$ cat config.mk
export PLATFORM = sky130hd
export DESIGN_NAME = multicycle_control_unit
export DESIGN_NICKNAME = d
export VERILOG_FILES = /design/src/rtl/multicycle_control_unit.sv
export SDC_FILE = /design/constraint.sdc
export NUM_CORES = 1
export LEC_CHECK = 0
export ABC_AREA = 1
export CORE_MARGIN = 2
export CORE_UTILIZATION = 30
export CTS_CLUSTER_SIZE = 24
export DETAILED_ROUTE_END_ITERATION = 7
export GPL_ROUTABILITY_DRIVEN = 0
export HOLD_SLACK_MARGIN = 0.15
export PLACE_DENSITY = 0.62
export SETUP_SLACK_MARGIN = 0.05
export SLEW_MARGIN = 0
export SYNTH_ARGS = -nofsm -noshare
export SYNTH_HDL_FRONTEND = slang
export SYNTH_SLANG_ARGS = --single-unit
$ cat constraint.sdc
create_clock -name clk -period 1.96 [get_ports clk]
set_input_delay 0.196 -clock clk [delete_from_list [all_inputs] [get_ports clk]]
set_output_delay 0.196 -clock clk [all_outputs]
set_load 0.02 [all_outputs]
$ cat src/rtl/multicycle_control_unit.sv
// -----------------------------------------------------------------------------
// multicycle_control_unit
//
// Multicycle RV32I control sequencer. Accepts one instruction from the decoder
// in IDLE and steps it through DECODE -> EXECUTE -> (MEM | CSR_WAIT) ->
// WRITEBACK -> IDLE. Illegal instructions, ECALL/EBREAK and memory timeouts
// divert to TRAP, which is left on trap_done.
//
// All outputs are Moore outputs. They are decoded from the state register and
// the opcode/funct3 latched at acceptance. The live decoder fields never reach
// an output.
//
// Ports
//   clk, reset_n                     clock, synchronous active-low reset
//   instr_valid, opcode, funct3      instruction from decoder (fields sampled
//                                    only on acceptance)
//   mem_ready, write_done            data memory handshakes
//   csr_ready                        CSR file handshake
//   trap_done                        trap controller handshake
//   instr_ready                      high in IDLE
//   jump, branch                     control-flow flags (EXECUTE only)
//   alu_src_A_select[1:0]            A_NONE/RD1/PC/RS1
//   alu_src_B_select[2:0]            B_NONE/RD2/IMM/SHAMT/CSR
//   csr_write_enable                 CSR write strobe (CSR_WAIT)
//   register_file_write              RF write strobe (WRITEBACK)
//   register_file_write_data_select  WD_NONE/ALU/LUI/JUMP/LOAD/CSR
//   memory_read, memory_write        data memory strobes (MEM)
//   pc_update                        one-cycle pulse on normal retire
//   illegal_instruction, mem_timeout one-cycle pulses in the TRAP entry cycle
//   busy, state                      status / debug view of the state register
//
// Parameter constraints: MEM_TIMEOUT >= 2 and 2**TIMEOUT_WIDTH > MEM_TIMEOUT.
// -----------------------------------------------------------------------------
module multicycle_control_unit #(
  parameter int unsigned MEM_TIMEOUT   = 16,
  parameter int unsigned TIMEOUT_WIDTH = 5,
  parameter bit          CSR_ENABLE    = 1'b1,
  parameter bit          FENCE_DRAIN   = 1'b1
) (
  input  logic       clk,
  input  logic       reset_n,
  input  logic       instr_valid,
  input  logic [6:0] opcode,
  input  logic [2:0] funct3,
  input  logic       mem_ready,
  input  logic       write_done,
  input  logic       csr_ready,
  input  logic       trap_done,
  output logic       instr_ready,
  output logic       jump,
  output logic       branch,
  output logic [1:0] alu_src_A_select,
  output logic [2:0] alu_src_B_select,
  output logic       csr_write_enable,
  output logic       register_file_write,
  output logic [2:0] register_file_write_data_select,
  output logic       memory_read,
  output logic       memory_write,
  output logic       pc_update,
  output logic       illegal_instruction,
  output logic       mem_timeout,
  output logic       busy,
  output logic [2:0] state
);

  // RV32I major opcodes
  localparam logic [6:0] OP_LUI    = 7'b0110111;
  localparam logic [6:0] OP_AUIPC  = 7'b0010111;
  localparam logic [6:0] OP_JAL    = 7'b1101111;
  localparam logic [6:0] OP_JALR   = 7'b1100111;
  localparam logic [6:0] OP_BRANCH = 7'b1100011;
  localparam logic [6:0] OP_LOAD   = 7'b0000011;
  localparam logic [6:0] OP_STORE  = 7'b0100011;
  localparam logic [6:0] OP_ITYPE  = 7'b0010011;
  localparam logic [6:0] OP_RTYPE  = 7'b0110011;
  localparam logic [6:0] OP_FENCE  = 7'b0001111;
  localparam logic [6:0] OP_SYSTEM = 7'b1110011;

  localparam logic [2:0] F3_SRXI   = 3'b101;

  // ALU operand selects
  localparam logic [1:0] A_NONE = 2'd0, A_RD1 = 2'd1, A_PC = 2'd2, A_RS1 = 2'd3;
  localparam logic [2:0] B_NONE = 3'd0, B_RD2 = 3'd1, B_IMM = 3'd2,
                         B_SHAMT = 3'd3, B_CSR = 3'd4;
  // Register-file write-data selects
  localparam logic [2:0] WD_NONE = 3'd0, WD_ALU = 3'd1, WD_LUI = 3'd2,
                         WD_JUMP = 3'd3, WD_LOAD = 3'd4, WD_CSR = 3'd5;

  localparam logic [TIMEOUT_WIDTH-1:0] WAIT_LAST = TIMEOUT_WIDTH'(MEM_TIMEOUT - 1);

  typedef enum logic [2:0] {
    S_IDLE      = 3'd0,
    S_DECODE    = 3'd1,
    S_EXECUTE   = 3'd2,
    S_MEM       = 3'd3,
    S_CSR_WAIT  = 3'd4,
    S_WRITEBACK = 3'd5,
    S_TRAP      = 3'd6
  } state_t;

  state_t                   state_q, state_d;
  logic [TIMEOUT_WIDTH-1:0] wait_count;
  logic [6:0]               op_q;
  logic [2:0]               f3_q;
  logic                     illegal_q, illegal_d;
  logic                     timeout_q, timeout_d;

  // Static decode of the latched instruction
  logic [1:0] dec_a;
  logic [2:0] dec_b;
  logic [2:0] dec_wd;
  logic       dec_jump, dec_branch, dec_legal;
  logic       mem_done;

  // NOTE: every signal driven in an always_comb gets a default first, so no
  // path through the case statements can leave it unassigned and infer a latch.
  always_comb begin
    dec_a      = A_NONE;
    dec_b      = B_NONE;
    dec_wd     = WD_NONE;
    dec_jump   = 1'b0;
    dec_branch = 1'b0;
    dec_legal  = 1'b1;
    case (op_q)
      OP_LUI:   dec_wd = WD_LUI;
      OP_AUIPC: begin dec_a = A_PC;  dec_b = B_IMM; dec_wd = WD_ALU;  end
      OP_JAL:   begin dec_a = A_PC;  dec_b = B_IMM; dec_wd = WD_JUMP; dec_jump = 1'b1; end
      OP_JALR:  begin dec_a = A_RD1; dec_b = B_IMM; dec_wd = WD_JUMP; dec_jump = 1'b1; end
      OP_BRANCH: begin dec_a = A_RD1; dec_b = B_RD2; dec_branch = 1'b1; end
      OP_LOAD:  begin dec_a = A_RD1; dec_b = B_IMM; dec_wd = WD_LOAD; end
      OP_STORE: begin dec_a = A_RD1; dec_b = B_IMM; end
      OP_ITYPE: begin
        dec_a  = A_RD1;
        dec_b  = (f3_q == F3_SRXI) ? B_SHAMT : B_IMM;
        dec_wd = WD_ALU;
      end
      OP_RTYPE: begin dec_a = A_RD1; dec_b = B_RD2; dec_wd = WD_ALU; end
      OP_FENCE: ;
      OP_SYSTEM: begin
        if (f3_q != 3'b000) begin
          // funct3[2] selects the zimm (rs1 field) forms; CSRRW/CSRRWI do not
          // need the old CSR value on the B port.
          dec_a  = f3_q[2] ? A_RS1 : A_RD1;
          dec_b  = (f3_q[1:0] == 2'b01) ? B_NONE : B_CSR;
          dec_wd = WD_CSR;
        end
        if (f3_q == 3'b100 || (f3_q != 3'b000 && !CSR_ENABLE)) dec_legal = 1'b0;
      end
      default: dec_legal = 1'b0;
    endcase
  end

  // A store only completes once the write has also retired.
  assign mem_done = (op_q == OP_STORE) ? (mem_ready && write_done) : mem_ready;

  // Next-state logic
  always_comb begin
    state_d   = state_q;
    illegal_d = 1'b0;
    timeout_d = 1'b0;
    case (state_q)
      S_IDLE:   if (instr_valid) state_d = S_DECODE;
      S_DECODE: begin
        if (!dec_legal) begin
          state_d   = S_TRAP;
          illegal_d = 1'b1;
        end else begin
          state_d = S_EXECUTE;
        end
      end
      S_EXECUTE: begin
        case (op_q)
          OP_LOAD, OP_STORE: state_d = S_MEM;
          OP_SYSTEM:         state_d = (f3_q != 3'b000) ? S_CSR_WAIT : S_TRAP;
          OP_FENCE:          if (!FENCE_DRAIN || write_done) state_d = S_WRITEBACK;
          default:           state_d = S_WRITEBACK;
        endcase
      end
      S_MEM: begin
        // Completion is tested first so it wins over a same-cycle timeout.
        if (mem_done) begin
          state_d = S_WRITEBACK;
        end else if (wait_count == WAIT_LAST) begin
          state_d   = S_TRAP;
          timeout_d = 1'b1;
        end
      end
      S_CSR_WAIT:  if (csr_ready) state_d = S_WRITEBACK;
      S_WRITEBACK: state_d = S_IDLE;
      S_TRAP:      if (trap_done) state_d = S_IDLE;
      default:     state_d = S_IDLE;
    endcase
  end

  // NOTE: sequential state uses non-blocking assignments only, so every
  // register samples pre-edge values regardless of statement order.
  // NOTE: the latched opcode/funct3 are reset too; the decode above reads
  // them in every state, so they must never be X.
  always_ff @(posedge clk) begin
    if (!reset_n) begin
      state_q    <= S_IDLE;
      wait_count <= '0;
      op_q       <= '0;
      f3_q       <= '0;
      illegal_q  <= 1'b0;
      timeout_q  <= 1'b0;
    end else begin
      state_q   <= state_d;
      illegal_q <= illegal_d;
      timeout_q <= timeout_d;
      if (state_q == S_IDLE && instr_valid) begin
        op_q <= opcode;
        f3_q <= funct3;
      end
      if (state_q == S_MEM && state_d == S_MEM) wait_count <= wait_count + 1'b1;
      else                                      wait_count <= '0;
    end
  end

  // Moore outputs
  always_comb begin
    jump                            = 1'b0;
    branch                          = 1'b0;
    alu_src_A_select                = A_NONE;
    alu_src_B_select                = B_NONE;
    csr_write_enable                = 1'b0;
    register_file_write             = 1'b0;
    register_file_write_data_select = WD_NONE;
    memory_read                     = 1'b0;
    memory_write                    = 1'b0;
    pc_update                       = 1'b0;
    case (state_q)
      S_EXECUTE: begin
        jump             = dec_jump;
        branch           = dec_branch;
        alu_src_A_select = dec_a;
        alu_src_B_select = dec_b;
      end
      S_MEM: begin
        alu_src_A_select = dec_a;
        alu_src_B_select = dec_b;
        memory_read      = (op_q == OP_LOAD);
        memory_write     = (op_q == OP_STORE);
      end
      S_CSR_WAIT: begin
        alu_src_A_select = dec_a;
        alu_src_B_select = dec_b;
        csr_write_enable = 1'b1;
      end
      S_WRITEBACK: begin
        pc_update                       = 1'b1;
        register_file_write             = (dec_wd != WD_NONE);
        register_file_write_data_select = dec_wd;
      end
      default: ;
    endcase
  end

  assign instr_ready         = (state_q == S_IDLE);
  assign busy                = (state_q != S_IDLE);
  assign state               = state_q;
  assign illegal_instruction = illegal_q;
  assign mem_timeout         = timeout_q;

endmodule

==> key figures <==
Power
  – Comb pwr share: around 49%
  – Psw: 0.683 mW
  – Clock group share of total power: 18.4%
  – Cell internal pwr: roughly 1.0 mW
  – Max VDD drop: approximately 0.5 mV
  – Cell area power density: approximately 860 mW/mm2
  – Leak: around 0.93 nW
  – Sequential share of power: ~33%
  – Switching share of total power: approximately two fifths

Synth
  – Mean area per synthesized cell: about 6.6 um2
  – Netlist cell types: 31
  – FF+latch count, synth: 20
  – Sequential share of the synthesized area: a little under a third
  – Synthesized area: around 0.0013 mm2
  – Synth top area cells: dfxtp_1 (30%), nand2_1 (13%), nand3_1 (7.1%)
  – Post-synth top area cell: dfxtp_1
  – Top-area cell type share of the netlist area: between 30% and 40%
  – Syn Inst Count: between 200 and 250
  – Mapped Nets: approximately 220
  – Yosys warning count: 0

Detailed routing
  – Initial DRC count: ~70
  – Vias: ~1500
  – Drt via density: roughly 4.6
  – DRT Pass-1 Iters: 4
  – Routed WL: 3450 um
  – Antenna-violating nets left: 0
  – DRC violations left: 0
  – WL per Instance: 10.8 um

GRT
  – Gr ovfl total: 0
  – Largest net degree at the start of global routing: 18
  – Vias in the first global route: ~1400
  – Total track usage: between 10 and 15%
  – Initial antenna violation count: 0
  – Global-route wire length before repair: 5910 um

Hold path
  – Hold depth: 1
  – Hold Path Origin: wait_count[0]
  – Hold WC Path Type: reg2reg
  – Worst hold endpoint: wait_count[0]

Status
  – Status: complete, no violations

Clocking
  – Num CTS Buffers: 3
  – Clock sink total: 20
  – CTS tree: done
  – Skew-Pair Late Insertion Delay: about 0.26 ns
  – Clk buf depth: 2
  – Clock root buffer master: clkbuf_8
  – Maximum level of the CTS H-tree: 1
  – Reg clk slew, reported paths: 0.07 ns

Final layout
  – Area Growth Syn to Fin: 48.7%
  – Final instance area: about 0.0020 mm2
  – Final nets: roughly 290
  – Share of layout cells above drive strength 1: 29.7%
  – Most common cell after layout, fill and taps aside: nand2_1
  – Commonest cells after routing, fill and taps aside: nand2_1 (45), buf_4 (27), nor2_1 (23), clkdlybuf4s50_1 (22), inv_1 (20)
  – Number of diodes: 0

Setup path
  – Worst-path fanout max: 4
  – Crit path launch: state[0]
  – FF-to-FF setup slack: between 0.3 and 0.4 ns
  – R2r endpoint: wait_count[2]
  – WP data arrival: about 1.6 ns
  – Crit Reg-Reg Startpoint: state[0]
  – R2R depth: 9
  – Critical Path RT: 1.76 ns
  – Crit Path Category: reg2out
  – Worst Setup Start Kind: flip-flop
  – Crit. End Element: output port

Floorplanning
  – Die height: just over 70 um
  – Starting density of the core: between 30 and 40%
  – Core area: about 0.0043 mm2
  – IO Pins: 39
  – Die X: ~71 um
  – DIE AREA: approximately 0.0050 mm2
  – Site row count: 24

Timing
  – Tmin final: ~1.8 ns
  – Clock Skew: between 0.004 and 0.005 ns
  – Final hold violation count: 0
  – Worst-Margin Slew: 0.373 ns
  – Setup Viol. Count Final: 0
  – Slew margin rel.: 75.1%
  – Setup TNS: 0 ns
  – RSZ-0062 raised after global routing: true
  – Max-slew violations: 0
  – Max Clk Rate: between 0.5 and 0.6 GHz
  – Period utilization: a little over 90%

Placed design
  – # port buffers: 38
  – Hpwl dp: 2880 um
  – Post-DP Area: slightly below 0.002 mm2

Run
  – # Max-Cap Violations: 0
synth_stat cells:
cell	count
and2_2	1
nor3_1	6
buf_8	1
inv_2	8
a31oi_1	2
ha_1	2
nand3_2	1
nand3_4	1
nand4_1	1
a21oi_1	16
o2111ai_1	1
and3_1	1
inv_1	20
a21oi_2	1
buf_2	2
nor2_4	3
nor2_2	4
xnor2_1	1
xor2_1	1
o21ai_0	9
nor2_1	23
nand2_1	45
nor3_2	1
o21ai_1	1
nand2_4	1
nand2_2	6
nand3b_2	1
o21ai_2	1
dfxtp_1	20
nand3_1	19
nor3_4	2
cells by family (layout without fill, tap and decap cells):
| family | Yosys count | count (layout) | share of synthesized area, % |
|---|---|---|---|
| adders and majority gates | 2 | 2 | 1.88 |
| and+or+nand+nor | 116 | 117 | 44.3 |
| DFF | 20 | 20 | 30.1 |
| AOI/OAI and AO/OA | 31 | 31 | 12.7 |
| buffers and inverters | 31 | 97 | 9.77 |
| xor gates and xnor gates | 2 | 2 | 1.32 |
registers in the layout (all words and copies together), names as in the netlist:
signal / cells
wait_count: 5
state: 3
mem_timeout: 1
illegal_instruction: 1
op_q: 7
f3_q: 3
through the flow:
step	hold slack (ns)	util, %	worst slack [ns]	total power, mW	instances
after global routing	0.469	45.8	0.0317	1.83	321
after CTS	0.457	46.5	0.0211	1.72	321
after detailed placement	0.440	45.1	0.0143	1.41	315
after floorplan	0.360	-	0.116	1.02	202
final	0.454	45.8	0.143	1.70	321
after global placement	0.434	45.1	0.0262	1.40	315
critical path: stages, from the launching register on:
cell	delay (ns)
dfxtp_1	0.35
nor2_1	0.13
inv_2	0.05
nor2_2	0.11
buf_4	0.13
clkdlybuf4s50_1	0.59
layer usage:
metal	up-vias	track usage [%]	routed length, um
met5	-	0	0
met4	0	6.08	57
met3	5	2.85	180
met2	37	23.5	1550
li1	782	-	-
met1	650	19.5	1670
final cells by class:
type / count / area, um2
well taps: 52 / 65.1
multi-input cells: 152 / 816
flip-flops and latches: 20 / 408
inverters: 28 / 105
clock buffers: 4 / 55.1
fillers: 461 / 2340
repair buffers: 65 / 531
repair_timing:
item	4_1_cts	5_1_grt
pin swaps	1	1
endpoints found under the setup margin	16	11
hold buffers	0	0
buffers inserted	1	0
resized for setup	24	19
gates cloned	1	0
power by group through the flow:
stage          sequential, mW  clock [mW]  combinational [mW]
4_1_cts                 0.556       0.323               0.840
5_1_grt                 0.565       0.346               0.920
3_5_place_dp            0.558           0               0.852
3_3_place_gp            0.556           0               0.847
2_1_floorplan           0.583           0               0.439
6_report                0.557       0.313               0.831
how the worst max path moves through the flow:
stage                          endpoint  slack [ns]  cells after the start
detailed placement  register_file_write        0.01                      9
floorplan           register_file_write        0.12                      6
finish                 csr_write_enable        0.14                      5
global route        register_file_write        0.03                      9
global placement    register_file_write        0.03                      9
CTS                 register_file_write        0.02                      8
Note: power is estimated with default switching activity, not from simulation.
